### src/rtl/sbox_roundtrip_bist.sv
// sbox_roundtrip_bist: sweeps 0x00..0xFF through an external S-box round trip
// and checks each returned byte against the one sent, keeping a pass/fail summary.
module sbox_roundtrip_bist #(
    parameter int LATENCY = 4
) (
    input  logic       clk,
    input  logic       rst,
    input  logic       start,
    output logic       stim_valid,
    output logic [7:0] stim_data,
    input  logic [7:0] resp_data,
    output logic       busy,
    output logic       done,
    output logic       pass,
    output logic [8:0] err_count,
    output logic [7:0] first_err_in,
    output logic [7:0] first_err_out
);
    typedef enum logic [1:0] {IDLE, RUN, DRAIN, DONE} state_t;
    state_t r_state, w_next;
    logic         r_stim_valid, r_busy, r_done, r_pass;
    logic [7:0]   r_stim_data, r_first_in, r_first_out;
    logic [8:0]   r_err;
    logic [4:0]   r_drain;
    logic [LATENCY-1:0] r_sh_v;
    logic [7:0]   r_sh_d [LATENCY];
    logic         w_accept, w_last_stim, w_drain_end, w_mismatch;
    assign w_accept    = start && (r_state == IDLE || r_state == DONE);
    assign w_last_stim = r_state == RUN && r_stim_data == 8'hFF;
    assign w_drain_end = r_state == DRAIN && r_drain == 5'(LATENCY - 1);
    assign w_mismatch  = r_sh_v[LATENCY-1] && resp_data != r_sh_d[LATENCY-1];
    always_ff @(posedge clk or posedge rst)
        if (rst) r_state <= IDLE;
        else     r_state <= w_next;
    always_comb begin
        w_next = r_state;
        w_next = w_accept ? RUN : w_last_stim ? DRAIN : w_drain_end ? DONE : r_state;
    end
    always_ff @(posedge clk or posedge rst) begin
        if (rst) begin
            r_stim_valid <= 1'b0;
            r_stim_data  <= 8'h00;
            r_busy       <= 1'b0;
            r_done       <= 1'b0;
            r_pass       <= 1'b0;
            r_err        <= 9'd0;
            r_first_in   <= 8'h00;
            r_first_out  <= 8'h00;
            r_drain      <= 5'd0;
            r_sh_v       <= '0;
            for (int k = 0; k < LATENCY; k++) r_sh_d[k] <= 8'h00;
        end else begin
            r_stim_valid <= w_next == RUN;
            r_stim_data  <= w_accept ? 8'h00 : r_stim_valid ? r_stim_data + 8'd1 : r_stim_data;
            r_busy       <= w_next == RUN || w_next == DRAIN;
            r_drain      <= r_state == DRAIN ? r_drain + 5'd1 : 5'd0;
            // An accepted start flushes in-flight expectations so stale bytes never compare.
            r_sh_v[0]    <= r_stim_valid && !w_accept;
            r_sh_d[0]    <= r_stim_data;
            for (int k = 1; k < LATENCY; k++) begin
                r_sh_v[k] <= r_sh_v[k-1] && !w_accept;
                r_sh_d[k] <= r_sh_d[k-1];
            end
            if (w_accept) begin
                r_err       <= 9'd0;
                r_first_in  <= 8'h00;
                r_first_out <= 8'h00;
                r_done      <= 1'b0;
                r_pass      <= 1'b0;
            end else begin
                if (w_mismatch) begin
                    r_err <= r_err + 9'd1;
                    if (r_err == 9'd0) begin
                        r_first_in  <= r_sh_d[LATENCY-1];
                        r_first_out <= resp_data;
                    end
                end
                // The final compare lands on the same edge as done, so fold it into pass.
                if (w_drain_end) begin
                    r_done <= 1'b1;
                    r_pass <= r_err == 9'd0 && !w_mismatch;
                end
            end
        end
    end
    assign stim_valid    = r_stim_valid;
    assign stim_data     = r_stim_data;
    assign busy          = r_busy;
    assign done          = r_done;
    assign pass          = r_pass;
    assign err_count     = r_err;
    assign first_err_in  = r_first_in;
    assign first_err_out = r_first_out;
endmodule

### config.mk
export PLATFORM = sky130hd
export DESIGN_NAME = sbox_roundtrip_bist
export DESIGN_NICKNAME = d
export VERILOG_FILES = /design/src/rtl/sbox_roundtrip_bist.sv
export SDC_FILE = /design/constraint.sdc
export NUM_CORES = 1
export LEC_CHECK = 0
export ABC_CLOCK_PERIOD_IN_PS = 6300
export CAP_MARGIN = 40
export CORE_MARGIN = 2
export CORE_UTILIZATION = 41
export CTS_BUF_LIST = sky130_fd_sc_hd__clkbuf_8
export CTS_CLUSTER_DIAMETER = 50
export DETAILED_ROUTE_END_ITERATION = 10
export HOLD_SLACK_MARGIN = 0.06
export PLACE_DENSITY = 0.65
export SYNTH_ARGS = -nofsm -noshare
export SYNTH_HDL_FRONTEND = slang
export SYNTH_SLANG_ARGS = --single-unit
### constraint.sdc
create_clock -name clk -period 6.3 [get_ports clk]
set_input_delay 1.26 -clock clk [delete_from_list [all_inputs] [get_ports clk]]
set_output_delay 1.26 -clock clk [all_outputs]
set_load 0.05 [all_outputs]
Word-level counts from Yosys, hierarchy flattened

Cells that the tools add are included.

Flip-flop bits (word level): 80
Input port bits: 11
Output and inout bits: 37
Word-level logic and storage cells: 64

Add/sub/neg operators: 3
Eq/ne operators: 8
Mux-type cells: 18
Reductions and logical operators: 20

Operators with widths:

| kind                | number |
|---|---|
| $mux 8              | 8 |
| $mux 9              | 2 |
| $add 9x1->9 const B | 1 |
| $logic_and 1x1->1   | 9 |
| $logic_not 9->1     | 1 |
| $add 8x1->8 const B | 1 |
| $eq 8x8->1 const B  | 1 |
| $ne 8x8->1          | 1 |
| $reduce_bool 2->1   | 4 |
| $eq 2x2->1 const B  | 3 |
| $mux 2              | 3 |
| $add 5x1->5 const B | 1 |
| $eq 5x2->1 const B  | 1 |
| $mux 5              | 1 |
| $eq 2x1->1 const B  | 2 |
| $mux 1              | 4 |
| $logic_not 1->1     | 2 |
| $logic_not 2->1     | 1 |
| $logic_or 1x1->1    | 2 |
| $reduce_and 2->1    | 1 |

Depth between registers and ports, before layout

Gate-level depths: netlist (run 1).

Depth in word-level cells: 7
Gate-level depth with buffers: 8

Worst setup path before layout (run 1)

No wires, ideal clock.

Kind: input -> register
Start: input port resp_data[4]
End: register r_first_in[0] (netlist: first_err_in[0])
Library setup time: 0.123 ns
Arrival time: 2.207 ns
Slack: 3.970 ns
Cell stages on the path: 5
Path buffers: 1
Path through: xor2_1 > nor4_4 > a21oi_4 > buf_12 > mux2i_1

Cells in the longest elaborated chain, start to end: 4

Ends and longest elaborated chain:

| what                               | RTL line | RTL |
|---|---|---|
| start: declaration                 | 11       | `input logic [7:0] resp_data,` |
| $ne 8x8->1                         | 31       | `assign w_mismatch = r_sh_v[LATENCY-1] && resp_data != r_sh_d[LATENCY-1];` |
| $logic_and 1x1->1                  | 31       |  |
| $reduce_bool 2->1 (no source line) | --       |  |
| $reduce_and 2->1 (no source line)  | --       |  |
| end signal: assignment             | 74       | `r_first_in <= r_sh_d[LATENCY-1];` |
| end: declaration                   | 22       | `logic [7:0] r_stim_data, r_first_in, r_first_out;` |

No other way between the ends.
A chain may end at the register's enable or synchronous reset.

Final worst setup path (run 1)

Start: register r_stim_valid (netlist: stim_valid)
End: output port stim_valid

RTL lines:

| what                     | RTL line | RTL |
|---|---|---|
| start: declaration       | 21       | `logic r_stim_valid, r_busy, r_done, r_pass;` |
| start signal: assignment | 41       | `r_stim_valid <= 1'b0;` |
| start signal: assignment | 53       | `r_stim_valid <= w_next == RUN;` |
| end: declaration         | 9        | `output logic stim_valid,` |

No word-level cell between the ends.

==> results of run 1 <==
-- flip-flops by register name, summed over array words and instances (netlist names) --
register       cells
busy               1
r_state            2
first_err_in       8
r_sh_d            32
done               1
err_count          9
pass               1
r_drain            5
stim_valid         1
first_err_out      8
r_sh_v             4
stim_data          8
-- kinds of logic after synthesis --
logic type	synth area share
multiplexers	0.0713
buffers and inverters	0.0275
flip-flops	0.620
XOR/XNOR	0.0434
adder cells (fa/ha/maj)	0.0271
AND/OR/NAND/NOR	0.166
AO/OA/AOI/OAI	0.0446
-- metrics by stage --
| step | total power [uW] | hold WS [ps] | setup slack [ps] | cell area, um^2 | utilization |
|---|---|---|---|---|---|
| 3_5_place_dp | 1470 | 335 | 2970 | 3800 | 0.495 |
| 4_1_cts | 1880 | 342 | 3280 | 4020 | 0.523 |
| 2_1_floorplan | 1260 | 331 | 2990 | 3230 | - |
| 6_report | 1860 | 343 | 3320 | 4020 | 0.523 |
| 3_3_place_gp | 1460 | 331 | 3020 | 3780 | 0.491 |
| 5_1_grt | 1970 | 350 | 3240 | 4020 | 0.523 |
-- layout by cell type (no fill, tap or decap), types with 4 or more instances in the layout --
cell | Yosys | final
nand2b_1 | 4 | 4
xor2_1 | 13 | 13
clkbuf_8 | 0 | 9
dfrtp_1 | 80 | 80
nand4_1 | 10 | 10
nor2_1 | 12 | 12
nand3_1 | 5 | 5
ha_1 | 7 | 7
mux2i_1 | 23 | 23
inv_1 | 6 | 5
and2_1 | 8 | 8
clkdlybuf4s50_1 | 0 | 47
a21oi_1 | 7 | 7
nand2_1 | 48 | 48
o21ai_0 | 6 | 6
-- layout make-up --
type,instances,area [um^2],share of cell area
clock inverters,7,96.3,0.0239
flip-flops and latches,80,2000,0.498
multi-input cells,168,1140,0.283
inverters,6,23.8,0.00591
well taps,102,128,0.0317
repair buffers,50,513,0.127
clock buffers,9,124,0.0308
-- how the worst max path moves through the flow --
stage / slack, ps / cells after the start / end / start
global placement: 3020 / 5 / first_err_out[2] / resp_data[2]
global route: 3240 / 1 / stim_valid / stim_valid
floorplan: 2990 / 1 / busy / rst
finish: 3320 / 1 / stim_valid / stim_valid
CTS: 3280 / 1 / stim_valid / stim_valid
detailed placement: 2970 / 5 / first_err_in[2] / resp_data[2]
-- routing by layer --
metal  track usage  up-vias
met5             0        -
met4        0.0662        0
met3        0.0277        8
met2         0.235       37
met1         0.190     1006
li1              -      996
-- power breakdown --
group,switching [uW],internal (uW)
sequential,116,669
combinational,431,237
clock,179,223
total,726,1130
==> impl_metrics.toml, run 1 <==
[outcome]
outcome = "finished, final reports clean"

[logic_synthesis]
synth_top_area_cell = "dfrtp_1"
ys_ff_latch = 80
synth_top_cell_area_share = 0.620
synth_area_per_cell_um2 = 12.2
seq_area_frac_synth = 0.620
synth_common_cells = "80 x dfrtp_1, 48 x nand2_1, 23 x mux2i_1"
synth_async_sr_flop_share = 1.00
syn_nets = 283
synth_most_common_cell = "dfrtp_1"
ys_types = 33
synth_enable_flop_cells = 0
synthTopCellsByArea = "dfrtp_1 62%, mux2i_1 7.1%, nand2_1 5.6%"
syn_area_um2 = 3230
synth_ff_type = "dfrtp_1"
synthCells = 265
ys_warn_count = 0

[worst_setup_path]
critPathSlowestCell = "clkdlybuf4s50_1"
rrSetupSlack_ps = 4280
crit_path_end_kind = "primary output"
crit_chain = "clkdlybuf4s50_1"
startpoint_type = "register"
critical_path_arrival_ps = 1720
crit_required_ps = 5040
worst-setup-path-type = "register to primary output"
timing.rr.start = "err_count[0]"
r2r_end = "first_err_in[2]"
max_stage_delay_ps = 860
critical_path.max_fanout = 8
crit_family = "buffers and inverters"
rr_worst_depth = 6
worst-path-buf-inv = 1

[clock_tree]
insertion_delay_ps = 340
clk_path_buf_depth = 2
cts.clk_slew.worst_paths_ps = 80
cts_sinks = 80
cts_setup_buffers = 0
hold_buffers = 0
cts_made_buffers = 9
root_buffer = "clkbuf_8"
h-tree-depth = 3
cts_tree = "done"
cts_resized = 0

[worst_hold_path]
hold_depth = 0
hp-start = "r_sh_d[10]"
whs_endpoint = "r_sh_d[2]"
min_path_type = "register to register"

[power_and_ir_drop]
p_per_area_nw_per_um2 = 461
power.leakage_uw = 0.00181
ir_drop_mv = 0.286

[floorplanning]
core_area_um2 = 7690
die-area_um2 = 8600
die_w_um = 92.7
start_util = 0.420
ios = 48
rows = 32
dieHeight_um = 92.7

[global_routing]
grt_usage = 0.145
grt_max_degree = 66
grt_pass1_wl_um = 9720
antenna_found_initial = 0
overflow = 0
first_global_vias = 2086

[route]
wl_met2_um = 2570
vias = 2047
highest_layer = "met4"
totalWireLength_um = 5510
ant_nets = 0
drtPass1Iterations = 4
wl_met3_um = 153
first_iter_violations = 58
drc = 0
avgRoutedWirePerCell_um = 13.0
vias_per_cell = 4.85
wl_met1_um = 2700

[cells_and_area]
final_nets = 333
drive_gt1_frac = 0.0844
nFillCells = 696
diodes = 0
fin_cells = 422
syn_to_final_growth_pct = 24.7

[sta]
period_share = 0.473
fin_crit_ps = 2980
rsz0062_at_grt = "no"
setup_violations = 0
totalNegativeSetupSlack_ps = 0
tightestPinTransition_ps = 802
finClkSkew_ps = 7.22
drv_slew = 0
hold_viol = 0
fmax_ghz = 0.336
relSlewSlack = 0.465

[placed_design]
hpwl_um = 3690
gp_congestion = 0.790
place_inst = 406
io_buffers = 47

[flow_run]
maxCapViolCount = 0
Note: power is estimated with default switching activity, not from simulation.
==> run 2: changes to the inputs <==
ABC_CLOCK_PERIOD_IN_PS = 2900   (was 6300)
clock period = 2.9 ns   (was 6.3 ns; I/O delays follow)
==> run 2 against run 1 <==
Effect of this change: worst hold slack improved by 3.9 ps; sequential cell count unchanged; count of clock-buffer cells in the layout increased by 1; via count increased by 1.3%; highest routed layer unchanged; critical path type unchanged; clock power increased by 130%; sequential share of layout area decreased by 0.54 points; non-clock buffer count increased by 4.
==> impl_metrics.toml, run 2 (synthesis gave the netlist of run 1 again) <==
[global_routing]
grt_usage = 0.149
overflow = 0
grt_pass1_wl_um = 9970
antenna_found_initial = 0
first_global_vias = 2044
grt_max_degree = 51

[worst_setup_path]
max_stage_delay_ps = 870
rr_worst_depth = 7
r2r_end = "first_err_in[6]"
worst-path-buf-inv = 1
startpoint_type = "register"
crit_required_ps = 2320
critical_path.max_fanout = 8
critical_path_arrival_ps = 1740
worst-setup-path-type = "register to primary output"
crit_chain = "clkdlybuf4s50_1"
crit_path_end_kind = "primary output"
rrSetupSlack_ps = 940
critPathSlowestCell = "clkdlybuf4s50_1"
crit_family = "buffers and inverters"
timing.rr.start = "err_count[0]"

[outcome]
outcome = "finished, final reports clean"

[cells_and_area]
layout.area.seq_um2 = 2000
final_common_cell = "dfrtp_1"
diodes = 0
syn_to_final_growth_pct = 26.0
drive_gt1_frac = 0.0957
fin_cells = 426
largest_register_ffs = 32
multi_input_area_um2 = 1140
layout_common_cells = "80 x dfrtp_1, 48 x nand2_1, 47 x clkdlybuf4s50_1, 23 x mux2i_1, 13 x xor2_1"
regMostFlops = "r_sh_d"
nFillCells = 697
final_nets = 337

[sta]
tightestPinTransition_ps = 549
fmax_ghz = 0.432
fin_crit_ps = 2320
relSlewSlack = 0.633
hold_viol = 0
drv_slew = 0
fin_ws_ps = 585
finClkSkew_ps = 8.45
totalNegativeSetupSlack_ps = 0
rsz0062_at_grt = "no"
setup_violations = 0
period_share = 0.798
fin_hold_ws_ps = 347

[route]
vias = 2074
drtPass1Iterations = 4
drc = 0
vias_per_cell = 4.87
ant_nets = 0
first_iter_violations = 106
totalWireLength_um = 5760
avgRoutedWirePerCell_um = 13.5

[clock_tree]
cts_setup_buffers = 0
h-tree-depth = 3
insertion_delay_ps = 340
cts_tree = "done"
root_buffer = "clkbuf_8"
cts.clk_slew.worst_paths_ps = 80
cts_made_buffers = 9
hold_buffers = 0
cts_sinks = 80
cts_resized = 0
clk_path_buf_depth = 2

[power_and_ir_drop]
ir_drop_mv = 0.524
p_per_area_nw_per_um2 = 1010
power.leakage_uw = 0.00183

[floorplanning]
rows = 32
die-area_um2 = 8600
ios = 48
start_util = 0.420
die_w_um = 92.7
dieHeight_um = 92.7
core_area_um2 = 7690

[worst_hold_path]
hold_depth = 0
hp-start = "r_sh_d[24]"
whs_endpoint = "r_sh_d[16]"
min_path_type = "register to register"

[flow_run]
maxCapViolCount = 0

[placed_design]
io_buffers = 47
gp_congestion = 0.777
pre_cts_slack_ps = 509
place_inst = 410
hpwl_um = 3920
==> run 2: cell types whose count changed in the layout (fill, tap and decap cells not counted) <==
cell / previous run / this run
buf_16: 1 / 0
buf_12: 0 / 2
clkbuf_8: 9 / 10
clkinv_2: 2 / 1
buf_4: 2 / 5
inv_6: 0 / 1
clkinv_4: 1 / 0
==> run 2: routing by layer <==
layer,track usage,vias to the layer above,share of wire
met2,0.227,37,0.48
met1,0.208,1033,0.48
met3,0.0244,6,0.031
met4,0.0735,0,0.015
met5,0,-,0
li1,-,998,-
==> run 2: how the worst max path moves through the flow <==
stage / slack [ps] / endpoint / from / depth (start not counted)
floorplan: 270 / busy / rst / 1
global placement: 570 / err_count[1] / resp_data[0] / 6
detailed placement: 510 / err_count[0] / resp_data[0] / 6
CTS: 550 / stim_valid / stim_valid / 1
global route: 510 / stim_valid / stim_valid / 1
finish: 580 / stim_valid / stim_valid / 1
==> run 2: per-stage QoR <==
step	total power [uW]	util	area (um^2)
2_1_floorplan	2730	-	3230
3_3_place_gp	3200	0.499	3840
3_5_place_dp	3230	0.499	3840
4_1_cts	4160	0.529	4070
5_1_grt	4360	0.529	4070
6_report	4110	0.529	4070
==> run 2: final cells by class <==
type | instances | share of cell area
Sequential cell | 80 | 0.492
Inverter | 6 | 0.00584
Multi-Input combinational cell | 168 | 0.280
Timing Repair Buffer | 54 | 0.135
Tap cell | 102 | 0.0314
Clock buffer | 10 | 0.0338
Clock inverter | 6 | 0.0225
==> run 2: where the power goes <==
| part | leakage [uW] | total (uW) | switching [uW] | internal, uW |
|---|---|---|---|---|
| Clock | 0.000105 | 914 | 403 | 511 |
| Combinational | 0.000706 | 1480 | 947 | 536 |
| Sequential | 0.00102 | 1710 | 258 | 1450 |
| Total | 0.00183 | 4110 | 1610 | 2500 |
